[src/rtl/frame_capture_ctrl.sv]
// Camera frame capture controller: crops a FRAME_WIDTH x FRAME_HEIGHT
// window out of a pixel stream and writes it into a frame buffer BRAM.
//
// Ports:
//   clk_in          - single clock, rising edge
//   rst_n_in        - synchronous active-low reset
//   capture_req_in  - start request pulse (accepted in IDLE only)
//   continuous_in   - re-arm automatically after each completed frame
//   abort_in        - cancel capture, return to IDLE next cycle
//   crop_x_in/y_in  - window top-left corner, latched on arm
//   pixel_*_in      - pixel strobe, column, row and RGB565 data
//   bram_*_out      - frame buffer write port (we/addr/data)
//   busy_out        - high in ARM and CAPTURE
//   frame_done_out  - pulse with the final write of a frame
//   short_frame_out - pulse when a new frame starts before completion
//   frame_count_out - completed frame counter, wraps at 2^16
module frame_capture_ctrl #(
  parameter int HCOUNT_WIDTH = 11,
  parameter int VCOUNT_WIDTH = 10,
  parameter int FRAME_WIDTH  = 320,
  parameter int FRAME_HEIGHT = 180,
  localparam int ADDR_WIDTH  = $clog2(FRAME_WIDTH * FRAME_HEIGHT)
) (
  input  logic                    clk_in,
  input  logic                    rst_n_in,
  input  logic                    capture_req_in,
  input  logic                    continuous_in,
  input  logic                    abort_in,
  input  logic [HCOUNT_WIDTH-1:0] crop_x_in,
  input  logic [VCOUNT_WIDTH-1:0] crop_y_in,
  input  logic                    pixel_valid_in,
  input  logic [HCOUNT_WIDTH-1:0] pixel_hcount_in,
  input  logic [VCOUNT_WIDTH-1:0] pixel_vcount_in,
  input  logic [15:0]             pixel_data_in,
  output logic                    bram_we_out,
  output logic [ADDR_WIDTH-1:0]   bram_addr_out,
  output logic [15:0]             bram_data_out,
  output logic                    busy_out,
  output logic                    frame_done_out,
  output logic                    short_frame_out,
  output logic [15:0]             frame_count_out
);

  localparam int HW1 = HCOUNT_WIDTH + 1;
  localparam int VW1 = VCOUNT_WIDTH + 1;

  localparam logic [HCOUNT_WIDTH:0] FW_X =
    HW1'(FRAME_WIDTH);
  localparam logic [VCOUNT_WIDTH:0] FH_X =
    VW1'(FRAME_HEIGHT);
  localparam logic [ADDR_WIDTH-1:0] LAST_ADDR =
    ADDR_WIDTH'(FRAME_WIDTH * FRAME_HEIGHT - 1);
  localparam logic [ADDR_WIDTH-1:0] ADDR_ONE =
    ADDR_WIDTH'(1);

  typedef enum logic [1:0] {
    IDLE    = 2'd0,
    ARM     = 2'd1,
    CAPTURE = 2'd2
  } state_t;

  state_t                  state;
  logic [HCOUNT_WIDTH-1:0] crop_x_q;
  logic [VCOUNT_WIDTH-1:0] crop_y_q;
  logic [ADDR_WIDTH-1:0]   wr_count;

  logic                    frame_start;
  logic [HCOUNT_WIDTH:0]   h_ext;
  logic [HCOUNT_WIDTH:0]   x_lo;
  logic [HCOUNT_WIDTH:0]   x_hi;
  logic [VCOUNT_WIDTH:0]   v_ext;
  logic [VCOUNT_WIDTH:0]   y_lo;
  logic [VCOUNT_WIDTH:0]   y_hi;
  logic                    in_win;
  logic                    active;
  logic [ADDR_WIDTH-1:0]   eff_count;
  logic                    accept;
  logic                    is_last;

  assign frame_start = pixel_valid_in
                     && (pixel_hcount_in == '0)
                     && (pixel_vcount_in == '0);

  // One extra bit keeps crop+size from wrapping past counter range.
  assign h_ext = {1'b0, pixel_hcount_in};
  assign x_lo  = {1'b0, crop_x_q};
  assign x_hi  = x_lo + FW_X;
  assign v_ext = {1'b0, pixel_vcount_in};
  assign y_lo  = {1'b0, crop_y_q};
  assign y_hi  = y_lo + FH_X;

  assign in_win = (h_ext >= x_lo) && (h_ext < x_hi)
               && (v_ext >= y_lo) && (v_ext < y_hi);

  // The frame-start pixel seen in ARM is already a capture pixel.
  assign active = (state == CAPTURE)
               || ((state == ARM) && frame_start);

  // Any frame start restarts addressing at zero.
  assign eff_count = frame_start ? '0 : wr_count;

  assign accept  = active && pixel_valid_in && in_win;
  assign is_last = accept && (eff_count == LAST_ADDR);

  always_ff @(posedge clk_in) begin
    if (!rst_n_in) begin
      state           <= IDLE;
      crop_x_q        <= '0;
      crop_y_q        <= '0;
      wr_count        <= '0;
      bram_we_out     <= 1'b0;
      bram_addr_out   <= '0;
      bram_data_out   <= '0;
      busy_out        <= 1'b0;
      frame_done_out  <= 1'b0;
      short_frame_out <= 1'b0;
      frame_count_out <= '0;
    end else begin
      bram_we_out     <= 1'b0;
      frame_done_out  <= 1'b0;
      short_frame_out <= 1'b0;
      if (abort_in) begin
        state    <= IDLE;
        wr_count <= '0;
        busy_out <= 1'b0;
      end else begin
        unique case (state)
          IDLE: begin
            if (capture_req_in) begin
              crop_x_q <= crop_x_in;
              crop_y_q <= crop_y_in;
              state    <= ARM;
              busy_out <= 1'b1;
            end
          end
          ARM, CAPTURE: begin
            if (active) begin
              state    <= CAPTURE;
              busy_out <= 1'b1;
              wr_count <= eff_count;
              if ((state == CAPTURE) && frame_start) begin
                short_frame_out <= 1'b1;
              end
              if (accept) begin
                bram_we_out   <= 1'b1;
                bram_addr_out <= eff_count;
                bram_data_out <= pixel_data_in;
                wr_count      <= eff_count + ADDR_ONE;
              end
              if (is_last) begin
                frame_done_out  <= 1'b1;
                frame_count_out <= frame_count_out + 16'd1;
                wr_count        <= '0;
                if (continuous_in) begin
                  state    <= ARM;
                  crop_x_q <= crop_x_in;
                  crop_y_q <= crop_y_in;
                end else begin
                  state    <= IDLE;
                  busy_out <= 1'b0;
                end
              end
            end
          end
          default: begin
            state    <= IDLE;
            busy_out <= 1'b0;
          end
        endcase
      end
    end
  end

endmodule

[config.mk]
export PLATFORM = sky130hd
export DESIGN_NAME = frame_capture_ctrl
export DESIGN_NICKNAME = d
export VERILOG_FILES = /design/src/rtl/frame_capture_ctrl.sv
export SDC_FILE = /design/constraint.sdc
export NUM_CORES = 1
export LEC_CHECK = 0
export ABC_AREA = 1
export CAP_MARGIN = 20
export CORE_ASPECT_RATIO = 1.4
export CORE_MARGIN = 2
export CORE_UTILIZATION = 49
export CTS_BUF_LIST = sky130_fd_sc_hd__clkbuf_4 sky130_fd_sc_hd__clkbuf_8
export CTS_CLUSTER_DIAMETER = 80
export CTS_CLUSTER_SIZE = 30
export DETAILED_ROUTE_END_ITERATION = 10
export PLACE_DENSITY = 0.9
export SYNTH_ARGS = -nofsm -noshare
export SYNTH_HDL_FRONTEND = slang
export SYNTH_SLANG_ARGS = --single-unit
[constraint.sdc]
create_clock -name clk_in -period 2.6 [get_ports clk_in]
set_input_delay 0.52 -clock clk_in [delete_from_list [all_inputs] [get_ports clk_in]]
set_output_delay 0.52 -clock clk_in [all_outputs]
set_load 0.02 [all_outputs]
* Word-level counts from Yosys, hierarchy flattened *
Cells that the tools add are included.

operators by class
  add/sub/neg operators = 4
  $lt $le $gt $ge = 4
  equality and inequality tests = 7
  muxes and demuxes = 26
  bitwise operators = 4
  reduce and logical (&&, ||, !) cells = 23

operators with widths
  kind                   count
  $mux 16                3
  $mux 11                4
  $mux 10                4
  $add 16x1->16 const B  2
  $pmux 11 s2            1
  $pmux 10 s2            1
  $eq 16x16->1 const B   1
  $add 11x9->12 const B  1
  $lt 11x12->1           1
  $add 10x8->11 const B  1
  $ge 11x11->1           1
  $logic_not 11->1       1
  $lt 10x11->1           1
  $ge 10x10->1           1
  $logic_and 1x1->1      10
  $logic_not 10->1       1
  $mux 1                 8
  $ne 2x2->1 const B     4
  $reduce_and 4->1       2
  $mux 2                 3
  $reduce_and 6->1       1
  $not 1->1              4
  $pmux 2 s2             1
  $reduce_and 2->1       2
  other kinds (8)        9

storage, ports and cells
  register bits = 91
  input port bits = 64
  output and inout bits = 52
  logic and storage cells = 79

* Longest topological paths before layout *
  depth after elaboration = 11
  depth in mapped cells = 20
  mapped depth without buffers = 20

* Worst setup path after synthesis *
OpenSTA, ideal clock, no wires.

  kind = in2reg
  from = input pixel_hcount_in[4]
  to = register crop_y_q[0]
  library setup time = 0.115 ns
  data arrival time = 2.541 ns
  required time = 2.485 ns
  slack = -0.056 ns
  stages = 18
  buffers on the path = 2
  cells stage by stage = or2_1 > nor2_2 > nand3_2 > buf_6 > nand2_1 > inv_1 > ha_1 > nand2_1 > nand3b_1 > nor2_1 > nand2_1 > nor2_2 > nand3_4 > nand2_4 > buf_6 > nand3b_1 > nand2_1 > nor2_1

between the ends
  elaborated cells between the ends (all ways) = 18
  classes of those cells = order compare (2); eq/ne (3); mux (1); reduce/logical (12)

RTL lines
  element                     line  RTL
  from (decl)                 32    input logic [HCOUNT_WIDTH-1:0] pixel_hcount_in,
  $logic_not 11->1            81    && (pixel_hcount_in == '0)
  $logic_and 1x1->1           81
  $logic_and 1x1->1           82    && (pixel_vcount_in == '0);
  $mux 16                     100   assign eff_count = frame_start ? '0 : wr_count;
  named net eff_count[0]      76    logic [ADDR_WIDTH-1:0] eff_count;
  $eq 16x16->1                103   assign is_last = accept && (eff_count == LAST_ADDR);
  $logic_and 1x1->1           103
  $ne 2x2->1 (no line)        -
  $reduce_and 6->1 (no line)  -
  to (signal assigned)        131   crop_y_q <= crop_y_in;
  to (signal assigned)        157   crop_y_q <= crop_y_in;
  to (decl)                   64    logic [VCOUNT_WIDTH-1:0] crop_y_q;

The timed path passes the listed nets, and every way through them passes these cells.
A chain may end at the register's enable or synchronous reset.

* Worst setup path in the final report *
  from = input pixel_hcount_in[4]
  to = register wr_count[8]

between the ends
  longest elaborated chain between the ends = 9
  elaborated cells between the ends (all ways) = 19
  classes of those cells = add/sub (1); order compare (2); eq/ne (1); mux (3); reduce/logical (12)

ends and longest elaborated chain
  element                                                                line  RTL
  parallel branches: the longest is 9 deep, another holds $add 16x1->16  -
  to (signal assigned)                                                   140   wr_count <= eff_count;
  to (signal assigned)                                                   148   wr_count <= eff_count + ADDR_ONE;
  to (decl)                                                              65    logic [ADDR_WIDTH-1:0] wr_count;

Several ways; the timed one is not identified.

==> metrics.txt <==
# TYPE chip_impl_metric gauge
chip_impl_metric{name="die-height",unit="um"} 132
chip_impl_metric{name="grt_max_degree",unit=""} 55
chip_impl_metric{name="area_delta_synth_final",unit="%"} 43.4
chip_impl_metric{name="placer_congestion",unit=""} 0.942
chip_impl_metric{name="least_setup_slack_across_all_paths_after_layout",unit="ns"} -0.167
chip_impl_metric{name="drive_gt1_share",unit="%"} 18.6
chip_impl_metric{name="io_buffer_count",unit=""} 115
chip_impl_metric{name="period_share",unit="%"} 106
chip_impl_metric{name="worst-r2r-cell-count",unit=""} 20
chip_impl_metric{name="synth_cell_types",unit=""} 39
chip_impl_metric{name="drt_pre_antenna_iters",unit=""} 7
chip_impl_metric{name="timing.reg2reg.setup_slack",unit="ns"} -0.14
chip_impl_metric{name="initial_antenna_violation_count",unit=""} 0
chip_impl_metric{name="design.die.area",unit="um2"} 12700
chip_impl_metric{name="syn_inst",unit=""} 860
chip_impl_metric{name="cts-htree-levels",unit=""} 3
chip_impl_metric{name="dp.final_hpwl",unit="um"} 12200
chip_impl_info{name="timing.hold.worst.class",value="reg2reg"} 1
chip_impl_metric{name="cellPowerDensity",unit="nW/um2"} 378
chip_impl_metric{name="timing_hold_violations_final",unit=""} 0
chip_impl_metric{name="place.detailed.instances",unit=""} 1170
chip_impl_metric{name="std_cell_rows",unit=""} 46
chip_impl_metric{name="design.final.nets",unit=""} 1154
chip_impl_metric{name="first_global_vias",unit=""} 6165
chip_impl_info{name="regToRegEndpoint",value="crop_x_q[0]"} 1
chip_impl_metric{name="synth.avg_cell_area",unit="um2"} 6.71
chip_impl_metric{name="irDropWorstVdd",unit="mV"} 0.472
chip_impl_metric{name="detail_route.wl_per_cell",unit="um"} 14.9
chip_impl_metric{name="cp.arrival",unit="ns"} 3.07
chip_impl_metric{name="floorplan.io_pins",unit=""} 116
chip_impl_info{name="clock-root-buffer",value="clkbuf_8"} 1
chip_impl_metric{name="synthDominantCellAreaShare",unit="%"} 31.6
chip_impl_metric{name="cts_made_buffers",unit=""} 9
chip_impl_metric{name="final-setup-viol-count",unit=""} 81
chip_impl_metric{name="clk_slew_on_worst_s_h_paths",unit="ns"} 0.10
chip_impl_metric{name="vias_per_cell",unit=""} 5.41
chip_impl_metric{name="worstPathRequired",unit="ns"} 2.90
chip_impl_info{name="violated_checks",value="setup timing"} 1
chip_impl_metric{name="timing_worst_slew_pin_value",unit="ns"} 0.588
chip_impl_metric{name="initial_utilization",unit="%"} 50.6
chip_impl_info{name="kind_of_capture_point_of_the_worst_setup_path",value="flip-flop"} 1
chip_impl_metric{name="maxCapViolCount",unit=""} 0
chip_impl_metric{name="drt_wirelength",unit="um"} 17900
chip_impl_metric{name="synth-seq-area-share",unit="%"} 31.6
chip_impl_info{name="post-synth-top-area-cell",value="dfxtp_1"} 1
chip_impl_metric{name="clk_path_buf_depth",unit=""} 2
chip_impl_metric{name="synthesis.nets",unit=""} 966
chip_impl_info{name="synth_top_cells_by_area",value="dfxtp_1 32%, nand2_1 13%, ha_1 9.1%"} 1
chip_impl_info{name="clock_tree_from_tritoncts",value="yes"} 1
chip_impl_metric{name="floorplan.core_area",unit="um2"} 11400
chip_impl_metric{name="synth_area",unit="um2"} 5770
chip_impl_metric{name="timing.final.max_slew_violations",unit=""} 0
chip_impl_info{name="critical_path.startpoint_type",value="input pin"} 1
chip_impl_info{name="critPathKind",value="in2reg"} 1
chip_impl_metric{name="yosys_warnings",unit=""} 0
chip_impl_metric{name="grt_use_total",unit="%"} 27.0
chip_impl_metric{name="vias",unit=""} 6477
chip_impl_metric{name="antenna_cells_inserted",unit=""} 0
chip_impl_metric{name="worstSkewPairLatency",unit="ns"} 0.37
chip_impl_metric{name="cts.hold.buffers_added",unit=""} 0
chip_impl_metric{name="power_after_layout",unit="W"} 0.00313
chip_impl_metric{name="die-width",unit="um"} 95.7
chip_impl_metric{name="grt_first_pass_wirelength",unit="um"} 27400
chip_impl_metric{name="leakage_component_of_the_power",unit="nW"} 3.65
chip_impl_info{name="worst_r2r_startpoint",value="crop_y_q[2]"} 1
chip_impl_metric{name="post-route-drc-count",unit=""} 0
chip_impl_info{name="startpoint",value="pixel_hcount_in[4]"} 1
chip_impl_metric{name="max_freq",unit="MHz"} 361
chip_impl_metric{name="number_of_routed_nets_with_antenna_violations",unit=""} 0
chip_impl_metric{name="fin_cells",unit=""} 1197
chip_impl_metric{name="drt_first_iter_violations",unit=""} 451
chip_impl_info{name="crit_path_end",value="wr_count[8]"} 1
chip_impl_metric{name="maxSlewHeadroom",unit="%"} 60.8
chip_impl_metric{name="final_global_route_overflow_total",unit=""} 0
chip_impl_info{name="rsz_0062_raised_after_global_routing",value="true"} 1
chip_impl_metric{name="fin_crit",unit="ns"} 2.77
chip_impl_metric{name="clkSinkCount",unit=""} 91
chip_impl_metric{name="critPathMaxFanout",unit=""} 4
chip_impl_metric{name="worst_clock_skew",unit="ns"} 0.0106
chip_impl_info{name="run_status",value="finished with violations"} 1
chip_impl_metric{name="synth_seq_cells",unit=""} 91
## power by group
group / switching (W) / internal, W
Combinational: 0.000351 / 0.000318
Sequential: 0.0000251 / 0.00142
Clock: 0.000551 / 0.000461
## routing by layer
| layer | vias up | global-route usage, % | wire, um |
|---|---|---|---|
| li1 | 3178 | - | - |
| met1 | 2933 | 29.1 | 6530 |
| met2 | 286 | 48.7 | 9260 |
| met3 | 80 | 5.41 | 1210 |
| met4 | 0 | 12.8 | 882 |
| met5 | - | 0 | 0 |
## cell usage in the layout (no fill, tap or decap), types with 3 or more instances in the layout
master | Yosys | routed
a21o_1 | 3 | 3
a21oi_1 | 75 | 66
a21oi_2 | 0 | 9
buf_12 | 0 | 5
buf_4 | 2 | 73
buf_6 | 5 | 8
buf_8 | 0 | 3
clkbuf_8 | 0 | 9
clkdlybuf4s50_1 | 0 | 103
dfxtp_1 | 91 | 89
dlymetal6s2s_1 | 0 | 11
ha_1 | 42 | 40
inv_1 | 84 | 82
inv_2 | 7 | 6
inv_6 | 0 | 4
nand2_1 | 199 | 189
nand2_2 | 7 | 14
nand2_4 | 2 | 3
nand3_1 | 59 | 55
nand3_2 | 3 | 5
nand3_4 | 1 | 3
nand3b_1 | 23 | 23
nand4_1 | 11 | 11
nor2_1 | 126 | 113
nor2_2 | 5 | 9
nor2_4 | 1 | 10
nor3_1 | 7 | 6
nor4_1 | 6 | 6
o21ai_0 | 42 | 14
o21ai_1 | 4 | 19
o21ai_2 | 0 | 13
xnor2_1 | 3 | 3
xor2_1 | 16 | 16
## cell families after synthesis
kind of cell	synth area share, %
AO/OA/AOI/OAI	12.0
buffers and inverters	8.89
AND/OR/NAND/NOR	35.6
adder cells (fa/ha/maj)	9.10
flip-flops	31.6
XOR/XNOR	2.88
## state kept, by name, indices dropped and copies added (netlist names)
| name | cells |
|---|---|
| crop_y_q | 10 |
| frame_done_out | 1 |
| crop_x_q | 11 |
| bram_we_out | 1 |
| frame_count_out | 16 |
| bram_data_out | 16 |
| wr_count | 16 |
| bram_addr_out | 16 |
| short_frame_out | 1 |
| busy_out | 1 |
| state | 2 |
## layout make-up
type / instances / area (um2)
clock buffers: 9 / 124
flip-flops and latches: 91 / 1830
repair inverters: 1 / 7.51
multi-input cells: 648 / 3720
repair buffers: 205 / 1980
inverters: 92 / 359
fillers: 815 / 3120
well taps: 144 / 180
clock inverters: 7 / 82.6
## cell usage after synthesis
cell and n:
a211oi_2 1, a21o_1 3, a21oi_1 75, and2_1 1
buf_1 5, buf_2 11, buf_4 2, buf_6 5
clkbuf_1 6, clkinv_1 1, dfxtp_1 91, ha_1 42
inv_1 84, inv_2 7, nand2_1 199, nand2_2 7
nand2_4 2, nand3_1 59, nand3_2 3, nand3_4 1
nand3b_1 23, nand4_1 11, nor2_1 126, nor2_2 5
nor2_4 1, nor2_8 2, nor3_1 7, nor4_1 6
o211ai_1 2, o21a_1 2, o21ai_0 42, o21ai_1 4
o22ai_1 1, o41ai_2 1, or2_1 1, or2_2 1
or4_1 1, xnor2_1 3, xor2_1 16
## through the flow
step / TNS (ns) / setup slack (ns) / hold slack (ns) / utilization (%) / instance area [um2]
after floorplan: 0 / 0.0195 / 0.445 / - / 5770
after global placement: -28.78 / -0.393 / 0.453 / 66.5 / 7580
after detailed placement: -35.35 / -0.474 / 0.458 / 66.5 / 7580
after CTS: -7.81 / -0.182 / 0.478 / 70.8 / 8070
after global routing: -19.68 / -0.311 / 0.504 / 72.7 / 8280
final: -6.58 / -0.167 / 0.485 / 72.7 / 8280
## worst min path at each step
stage                           start                end  slack, ns  cells past startpoint
CTS                 bram_addr_out[12]  bram_addr_out[12]       0.48                      2
floorplan                wr_count[15]       wr_count[15]       0.45                      2
detailed placement  bram_addr_out[15]  bram_addr_out[15]       0.46                      2
global route        bram_addr_out[12]  bram_addr_out[12]       0.50                      2
finish              bram_addr_out[15]  bram_addr_out[15]       0.48                      2
global placement         wr_count[15]       wr_count[15]       0.45                      2
## worst max-delay path, cell delays in order
cell             delay [ns]
clkdlybuf4s50_1        0.41
buf_4                  0.14
ha_1                   0.28
nand2_1                0.07
nor2_1                 0.09
nand2_1                0.08
nor2_1                 0.12
nand2_1                0.07
nand3_1                0.14
nand3_1                0.16
nor2_4                 0.21
nand2_8                0.11
buf_6                  0.14
buf_6                  0.12
o21ai_2                0.15
nand3_2                0.10
a21oi_2                0.14
## what timing repair did
item | in CTS | in global routing
pin swaps | 15 | 32
endpoints found under the hold margin | 0 | 0
resized for setup | 53 | 81
endpoints found under the setup margin | 89 | 90
buffers inserted | 9 | 1
gates cloned | 2 | 2
(Power assumes the default switching activity.)
